--- src/rtl/serial_adder_nbit.sv ---
// Multi-cycle adder: BITS_PER_CYCLE bits per clock, LSB chunk first, start/ready + valid/ack.
// Optional two's-complement Overflow output enabled by defining SERIAL_ADDER_OVF_EN.
module serial_adder_nbit #(
    parameter int unsigned WIDTH          = 8,
    parameter int unsigned BITS_PER_CYCLE = 1
) (
    input  logic             clk,
    input  logic             rst,
    input  logic             start,
    input  logic [WIDTH-1:0] A,
    input  logic [WIDTH-1:0] B,
    input  logic             Carry_in,
    input  logic             ack,
    output logic             ready,
    output logic             busy,
    output logic             valid,
    output logic [WIDTH-1:0] SUM,
`ifdef SERIAL_ADDER_OVF_EN
    output logic             Overflow,
`endif
    output logic             Carry_out
);

    localparam int unsigned NCHUNK = WIDTH / BITS_PER_CYCLE;
    localparam int unsigned CntW   = (NCHUNK > 1) ? $clog2(NCHUNK) : 1;

    if ((WIDTH < 1) || (BITS_PER_CYCLE < 1) || ((WIDTH % BITS_PER_CYCLE) != 0)) begin : g_param_err
        $error("serial_adder_nbit: BITS_PER_CYCLE must be >= 1 and divide WIDTH exactly");
    end

    typedef enum logic [1:0] {StIdle, StRun, StDone} state_e;

    state_e            state_q;
    logic [WIDTH-1:0]  a_q, b_q, sum_q;
    logic              carry_q, carry_out_q;
    logic              ready_q, busy_q, valid_q;
    logic [CntW-1:0]   cnt_q;

    logic [BITS_PER_CYCLE-1:0] chunk_a, chunk_b, chunk_sum;
    logic                      chunk_cout, chunk_cmsb;
    logic                      c, hs, hc;
    int unsigned               chunk_lsb;
    logic                      last_chunk;

    // Ripple chain of full adders, each made of two half adders.
    always_comb begin
        chunk_lsb  = 32'(cnt_q) * BITS_PER_CYCLE;
        chunk_a    = a_q[chunk_lsb +: BITS_PER_CYCLE];
        chunk_b    = b_q[chunk_lsb +: BITS_PER_CYCLE];
        chunk_sum  = '0;
        chunk_cmsb = 1'b0;
        hs         = 1'b0;
        hc         = 1'b0;
        c          = carry_q;
        for (int i = 0; i < int'(BITS_PER_CYCLE); i++) begin
            chunk_cmsb   = c;
            hs           = chunk_a[i] ^ chunk_b[i];
            hc           = chunk_a[i] & chunk_b[i];
            chunk_sum[i] = hs ^ c;
            c            = hc | (hs & c);
        end
        chunk_cout = c;
        last_chunk = (cnt_q == CntW'(NCHUNK - 1));
    end

`ifdef SERIAL_ADDER_OVF_EN
    logic ovf_q;
    assign Overflow = ovf_q;
`endif

    always_ff @(posedge clk) begin
        if (rst) begin
            state_q     <= StIdle;
            a_q         <= '0;
            b_q         <= '0;
            sum_q       <= '0;
            carry_q     <= 1'b0;
            carry_out_q <= 1'b0;
            cnt_q       <= '0;
            ready_q     <= 1'b1;
            busy_q      <= 1'b0;
            valid_q     <= 1'b0;
`ifdef SERIAL_ADDER_OVF_EN
            ovf_q       <= 1'b0;
`endif
        end else begin
            unique case (state_q)
                StIdle: begin
                    if (start) begin
                        a_q     <= A;
                        b_q     <= B;
                        carry_q <= Carry_in;
                        cnt_q   <= '0;
                        ready_q <= 1'b0;
                        busy_q  <= 1'b1;
                        state_q <= StRun;
                    end
                end
                StRun: begin
                    sum_q[chunk_lsb +: BITS_PER_CYCLE] <= chunk_sum;
                    carry_q <= chunk_cout;
                    if (last_chunk) begin
                        carry_out_q <= chunk_cout;
`ifdef SERIAL_ADDER_OVF_EN
                        // Carry into the MSB is the carry entering the last bit of the last chunk.
                        ovf_q       <= chunk_cmsb ^ chunk_cout;
`endif
                        busy_q      <= 1'b0;
                        valid_q     <= 1'b1;
                        state_q     <= StDone;
                    end else begin
                        cnt_q <= cnt_q + CntW'(1);
                    end
                end
                StDone: begin
                    if (ack) begin
                        valid_q <= 1'b0;
                        ready_q <= 1'b1;
                        state_q <= StIdle;
                    end
                end
                default: begin
                    state_q <= StIdle;
                    ready_q <= 1'b1;
                    busy_q  <= 1'b0;
                    valid_q <= 1'b0;
                end
            endcase
        end
    end

`ifndef SERIAL_ADDER_OVF_EN
    logic unused_cmsb;
    assign unused_cmsb = chunk_cmsb;
`endif

    assign ready     = ready_q;
    assign busy      = busy_q;
    assign valid     = valid_q;
    assign SUM       = sum_q;
    assign Carry_out = carry_out_q;

endmodule

--- config.mk ---
export PLATFORM = sky130hd
export DESIGN_NAME = serial_adder_nbit
export DESIGN_NICKNAME = d
export VERILOG_FILES = /design/src/rtl/serial_adder_nbit.sv
export SDC_FILE = /design/constraint.sdc
export NUM_CORES = 1
export LEC_CHECK = 0
export ABC_AREA = 1
export ABC_CLOCK_PERIOD_IN_PS = 4650
export CAP_MARGIN = 0
export CELL_PAD_IN_SITES_DETAIL_PLACEMENT = 0
export CELL_PAD_IN_SITES_GLOBAL_PLACEMENT = 1
export CORE_MARGIN = 4
export CORE_UTILIZATION = 40
export CTS_BUF_LIST = sky130_fd_sc_hd__clkbuf_8
export DETAILED_ROUTE_END_ITERATION = 6
export PLACE_DENSITY_LB_ADDON = 0.05
export SYNTH_ARGS = -nofsm -noshare
export SYNTH_HDL_FRONTEND = slang
export SYNTH_SLANG_ARGS = --single-unit
--- constraint.sdc ---
create_clock -name clk -period 4.65 [get_ports clk]
set_input_delay 1.1625 -clock clk [delete_from_list [all_inputs] [get_ports clk]]
set_output_delay 1.1625 -clock clk [all_outputs]
set_load 0.02 [all_outputs]
==> results of run 1 <==
-- metrics by stage --
| step | hold slack [ps] | cells | utilization [%] |
|---|---|---|---|
| 6_report | 441 | 322 | 52.1 |
| 5_1_grt | 477 | 322 | 52.1 |
| 4_1_cts | 447 | 322 | 52.1 |
| 3_5_place_dp | 431 | 314 | 49.8 |
| 3_3_place_gp | 435 | 314 | 49.8 |
| 2_1_floorplan | 429 | 241 | - |
-- worst min-delay path, stage by stage (launching register included) --
cell	delay [ps]
dfxtp_1	310
nand2_1	60
nand2_1	40
-- registers in the layout, summed over array words and instances, names as in the netlist --
name and cells:
b_q 8, busy 1, Carry_out 1, state_q 2, a_q 8, valid 1
ready 1, SUM 8, cnt_q 3, carry_q 1
-- report_power, final --
part	internal (mW)	switching, mW
logic	0.0555	0.0778
registers	0.309	0.0141
clock network	0.117	0.107
-- worst max path at each step --
stage | from | end | slack (ps) | cells after the start
after CTS | cnt_q[0]$_SDFFE_PP0P_ | SUM[5]$_SDFFE_PP0P_ | 2000 | 13
final | cnt_q[0]$_SDFFE_PP0P_ | SUM[5]$_SDFFE_PP0P_ | 2010 | 13
after floorplan | cnt_q[0]$_SDFFE_PP0P_ | SUM[5]$_SDFFE_PP0P_ | 2650 | 14
after global placement | rst | ready$_SDFFE_PP1P_ | 1890 | 5
after global routing | cnt_q[0]$_SDFFE_PP0P_ | SUM[5]$_SDFFE_PP0P_ | 1680 | 13
after detailed placement | rst | ready$_SDFFE_PP1P_ | 1870 | 5
-- routing by layer --
layer | vias to the layer above | track usage [%]
met3 | 8 | 3.72
met2 | 28 | 25.5
met1 | 652 | 17.9
li1 | 821 | -
met5 | - | 0
met4 | 0 | 6.15
-- cells in the final DEF, fill, tap and decap left out --
cell and n:
nor2_1 55, dfxtp_1 34, clkdlybuf4s50_1 32, inv_1 30, o21ai_0 29, nand2_1 29
a21oi_1 19, nand3_1 13, ha_1 7, clkbuf_8 6, inv_2 3, nand2_2 3
o211ai_1 2, nor2_4 2, a31oi_1 2, nor3_1 2, nor2_2 1, nand2_4 1
fa_1 1, clkinv_2 1
-- layout make-up --
type | count | area [um^2]
clock buffer | 6 | 82.6
clock inverter | 2 | 8.76
fill | 429 | 1930
inverter | 32 | 120
multi-input combinational | 166 | 825
sequential | 34 | 681
tap | 50 | 62.6
timing repair buffer | 32 | 320
-- cells by family (layout without fill, tap and decap cells) --
kind of cell / count (synthesis) / in the layout / share of synthesized area [%]
simple gates: 106 / 106 / 26.7
flops: 34 / 34 / 40.4
compound gates: 52 / 52 / 15.9
buf+inv: 41 / 72 / 10.6
fa+ha+maj: 8 / 8 / 6.39
==> flow_metrics.py, run 1 <==
metrics = {
    "logic_synthesis": {
        "synth_nets": 270,
        "synth_edf_count": 0,
        "async_flop_share_pct": 0,
        "yosysWarnings": 0,
        "ys.flop_type": "dfxtp_1",
        "ys_types": 21,
        "synth_seq_cells": 34,
        "netlist_top_cells_count": "nor2_1 (55), dfxtp_1 (34), inv_1 (29), nand2_1 (29), o21ai_0 (29)",
        "yosysMostFrequentCell": "nor2_1",
        "syn_area_um2": 1680,
        "synth_top_cell_by_area": "dfxtp_1",
        "syn_inst": 241,
        "synth_top_area_share_pct": 40.4,
        "synth_area_per_cell_um2": 6.99,
        "synth_seq_area_share_pct": 40.4,
        "synth_area_leaders": "dfxtp_1 (40%), nor2_1 (12%), o21ai_0 (8.6%)",
    },
    "setup_path": {
        "path_buf_inv": 3,
        "critPathCaptureType": "flip-flop",
        "slowest_delay_ps": 650,
        "slowest_stage": "dfxtp_1",
        "crit_chain": "inv_1, a21oi_1, o21ai_0, nand3_1, nand2_1, fa_1, inv_1, nand2_1, nor2_1, inv_1, nand3_1, nand2_1, nor2_1",
        "r2r_setup_slack_ps": 2010,
        "worst_path_dominant_cell_family": "flip-flops",
        "reg2reg_depth": 13,
        "worstSetupPathType": "flip-flop to flip-flop",
        "critPathLaunchType": "flip-flop",
        "r2r_start": "cnt_q[0]$_SDFFE_PP0P_",
        "crit_fanout": 15,
        "critPathRequiredTime_ps": 4880,
        "r2r_end": "SUM[5]$_SDFFE_PP0P_",
        "crit_arrival_ps": 2860,
    },
    "global_route": {
        "grt_antenna_before_repair": 0,
        "overflow": 0,
        "grt_pass1_vias": 1397,
        "grt_pass1_wl_um": 6220,
        "grt_usage_pct": 15.0,
        "grt_max_degree": 30,
    },
    "placed_design": {
        "dpl_cell_area_um2": 2010,
        "post-place-ws_ps": 1870,
        "dp.final_hpwl_um": 2580,
        "portBuffers": 32,
        "place_congestion": 0.716,
    },
    "timing": {
        "slew_violations": 0,
        "fin_setup_tns_ps": 0,
        "finClkSkew_ps": 2.95,
        "relSlewSlack_pct": 48.9,
        "rsz0062_at_grt": "no",
        "fin_ws_ps": 2010,
        "min_period_ps": 2640,
        "worst_pin_slew_ps": 766,
        "setup_viol": 0,
        "clock.fmax_mhz": 379,
        "finalCritPeriodShare_pct": 56.7,
        "hold_viol": 0,
    },
    "min_path": {
        "holdPathEnd": "ready$_SDFFE_PP1P_",
        "hp-class": "flip-flop to flip-flop",
        "worstHoldPathCells": 2,
        "worstHoldStart": "ready$_SDFFE_PP1P_",
    },
    "route": {
        "wl_per_cell_um": 11.1,
        "drtIter0Drc": 53,
        "wl_met1_um": 1690,
        "vias": 1509,
        "vias_per_cell": 4.69,
        "drc": 0,
        "drtAntennaViolNets": 0,
        "route.met3.wl_um": 156,
        "highest_layer": "met4",
        "wl_um": 3570,
        "wl_met2_um": 1660,
        "dr.pass1.iters": 4,
    },
    "clocking": {
        "cts_max_path_buffers": 2,
        "insertion_delay_ps": 290,
        "post_cts_buffers": 0,
        "cts_num_sinks": 34,
        "cts.repair.resized": 0,
        "cts_tree": "done",
        "cts_inserted_buffers": 5,
        "path_clk_slew_ps": 70,
        "cts-hold-fix-buffers": 0,
        "root_buffer": "clkbuf_8",
        "cts-htree-levels": 2,
    },
    "run_status": {
        "outcome": "completed",
    },
    "die": {
        "dieHeight_um": 72.9,
        "fp.dieW_um": 72.9,
        "io_pins": 33,
        "dieArea_um2": 5310,
        "core_area_um2": 4030,
        "start_util_pct": 41.8,
        "rows": 23,
    },
    "pwr": {
        "cellPowerDensity_nw_per_um2": 324,
        "power.leakage_nw": 0.898,
        "ir_drop_mv": 0.140,
        "totalPowerFinal_mw": 0.681,
    },
    "final_layout": {
        "nets": 300,
        "syn2layout_area_growth_pct": 24.7,
        "design_area_um2": 2100,
        "drive_above_1_share_pct": 6.25,
        "diodes": 0,
    },
    "job": {
        "maxCapViolCount": 0,
    },
}
(Power assumes the default switching activity.)
==> run 2, diff against run 1 <==
--- a/config.mk
+++ b/config.mk
@@ -6,12 +6,12 @@
 export NUM_CORES = 1
 export LEC_CHECK = 0
 export ABC_AREA = 1
-export ABC_CLOCK_PERIOD_IN_PS = 4650
+export ABC_CLOCK_PERIOD_IN_PS = 2600
 export CAP_MARGIN = 0
 export CELL_PAD_IN_SITES_DETAIL_PLACEMENT = 0
 export CELL_PAD_IN_SITES_GLOBAL_PLACEMENT = 1
 export CORE_MARGIN = 4
-export CORE_UTILIZATION = 40
+export CORE_UTILIZATION = 38
 export CTS_BUF_LIST = sky130_fd_sc_hd__clkbuf_8
 export DETAILED_ROUTE_END_ITERATION = 6
 export PLACE_DENSITY_LB_ADDON = 0.05
==> constraint.sdc (replaced) <==
create_clock -name clk -period 2.6 [get_ports clk]
set_input_delay 0.65 -clock clk [delete_from_list [all_inputs] [get_ports clk]]
set_output_delay 0.65 -clock clk [all_outputs]
set_load 0.02 [all_outputs]
==> run 2 against run 1 <==
Sequential power up 77%. Highest routed layer unchanged. First-iteration DRC count rose by 21%. Combinational power increased by 89%.
==> flow_metrics.py, run 2 (synthesis results as in run 1) <==
metrics = {
    "route": {
        "vias": 1531,
        "wl_um": 3670,
        "drc": 0,
        "drtAntennaViolNets": 0,
        "dr.pass1.iters": 4,
        "wl_per_cell_um": 11.3,
        "vias_per_cell": 4.70,
        "drtIter0Drc": 64,
    },
    "job": {
        "maxCapViolCount": 0,
    },
    "setup_path": {
        "critPathRequiredTime_ps": 2840,
        "critPathLaunchType": "flip-flop",
        "crit_fanout": 13,
        "worstSetupPathType": "flip-flop to flip-flop",
        "critPathCaptureType": "flip-flop",
        "crit_arrival_ps": 2300,
    },
    "timing": {
        "rsz0062_at_grt": "no",
        "setup_viol": 0,
        "finalCritPeriodShare_pct": 79.5,
        "finClkSkew_ps": 5.43,
        "fin_ws_ps": 533,
        "clock.fmax_mhz": 484,
        "relSlewSlack_pct": 73.9,
        "min_period_ps": 2070,
        "worst_pin_slew_ps": 391,
        "fin_setup_tns_ps": 0,
        "slew_violations": 0,
        "hold_viol": 0,
    },
    "clocking": {
        "cts_inserted_buffers": 5,
        "cts_max_path_buffers": 2,
        "cts.repair.resized": 0,
        "insertion_delay_ps": 300,
        "cts-hold-fix-buffers": 0,
        "post_cts_buffers": 0,
        "path_clk_slew_ps": 70,
        "cts_num_sinks": 34,
        "cts-htree-levels": 2,
        "root_buffer": "clkbuf_8",
        "cts_tree": "done",
    },
    "die": {
        "rows": 23,
        "start_util_pct": 40.6,
        "fp.dieW_um": 74.6,
        "io_pins": 33,
        "core_area_um2": 4140,
        "dieArea_um2": 5560,
        "dieHeight_um": 74.6,
    },
    "final_layout": {
        "drive_above_1_share_pct": 7.97,
        "final_common_cell": "nor2_1",
        "final_cell_mix": "nor2_1 (55), dfxtp_1 (34), clkdlybuf4s50_1 (32)",
        "diodes": 0,
        "syn2layout_area_growth_pct": 26.7,
        "fill_cells": 425,
        "nets": 304,
    },
    "placed_design": {
        "post-place-ws_ps": 567,
        "portBuffers": 32,
        "dp.final_hpwl_um": 2760,
        "place_congestion": 0.773,
    },
    "global_route": {
        "grt_pass1_vias": 1416,
        "grt_antenna_before_repair": 0,
        "grt_pass1_wl_um": 6220,
        "grt_usage_pct": 14.6,
        "overflow": 0,
        "grt_max_degree": 25,
    },
    "pwr": {
        "cellPowerDensity_nw_per_um2": 580,
        "power.leakage_nw": 0.913,
        "ir_drop_mv": 0.341,
    },
    "run_status": {
        "outcome": "completed",
    },
    "min_path": {
        "hp-class": "flip-flop to flip-flop",
    },
}
[run 2: cell types whose count changed in the layout (fill, tap and decap cells not counted)]
cell | previous run | this run
buf_4 | 0 | 4
inv_1 | 30 | 29
clkinvlp_4 | 0 | 1
[run 2: critical path: stages (launching register included)]
cell	delay [ps]
dfxtp_1	310
inv_1	300
nor2_1	70
o211ai_1	180
nand2_1	90
fa_1	530
inv_1	80
nand2_1	60
nor2_1	140
inv_1	50
nand3_1	70
nand2_1	50
nor2_1	70
[run 2: report_power, final]
| group | switching [mW] | internal (mW) |
|---|---|---|
| Clock | 0.201 | 0.213 |
| Sequential | 0.0194 | 0.553 |
| Combinational | 0.147 | 0.104 |
| Total | 0.367 | 0.870 |
[run 2: layout make-up]
type                       instances  area [um^2]  share of cell area (%)
clock inverter                     2         12.5                   0.587
timing repair buffer              36          350                    16.4
multi-input combinational        166          825                    38.7
sequential                        34          681                    31.9
clock buffer                       6         82.6                    3.87
inverter                          32          120                    5.63
tap                               50         62.6                    2.93
[run 2: routing by layer]
layer	track usage (%)	share of wire (%)	up-vias
met4	4.74	1.3	0
met1	18.2	48	663
li1	-	-	829
met3	5.41	5.3	7
met2	23.5	45	32
met5	0	0	-
[run 2: path summary, 6_finish.rpt]
path / start / endpoint / slack [ps] / cells after the start
max: cnt_q[0]$_SDFFE_PP0P_ / SUM[5]$_SDFFE_PP0P_ / 530 / 12
min: valid$_SDFFE_PP0P_ / valid$_SDFFE_PP0P_ / 440 / 2
max reg2reg: cnt_q[0]$_SDFFE_PP0P_ / SUM[5]$_SDFFE_PP0P_ / 530 / 12
min reg2reg: valid$_SDFFE_PP0P_ / valid$_SDFFE_PP0P_ / 440 / 2
[run 2: through the flow]
step,std cells,utilization (%),power [mW],cell area [um^2],hold WS [ps]
2_1_floorplan,241,-,0.754,1680,429
3_3_place_gp,318,49.2,0.837,2040,438
3_5_place_dp,318,49.2,0.838,2040,439
4_1_cts,326,51.5,1.25,2130,450
5_1_grt,326,51.5,1.31,2130,475
6_report,326,51.5,1.24,2130,445
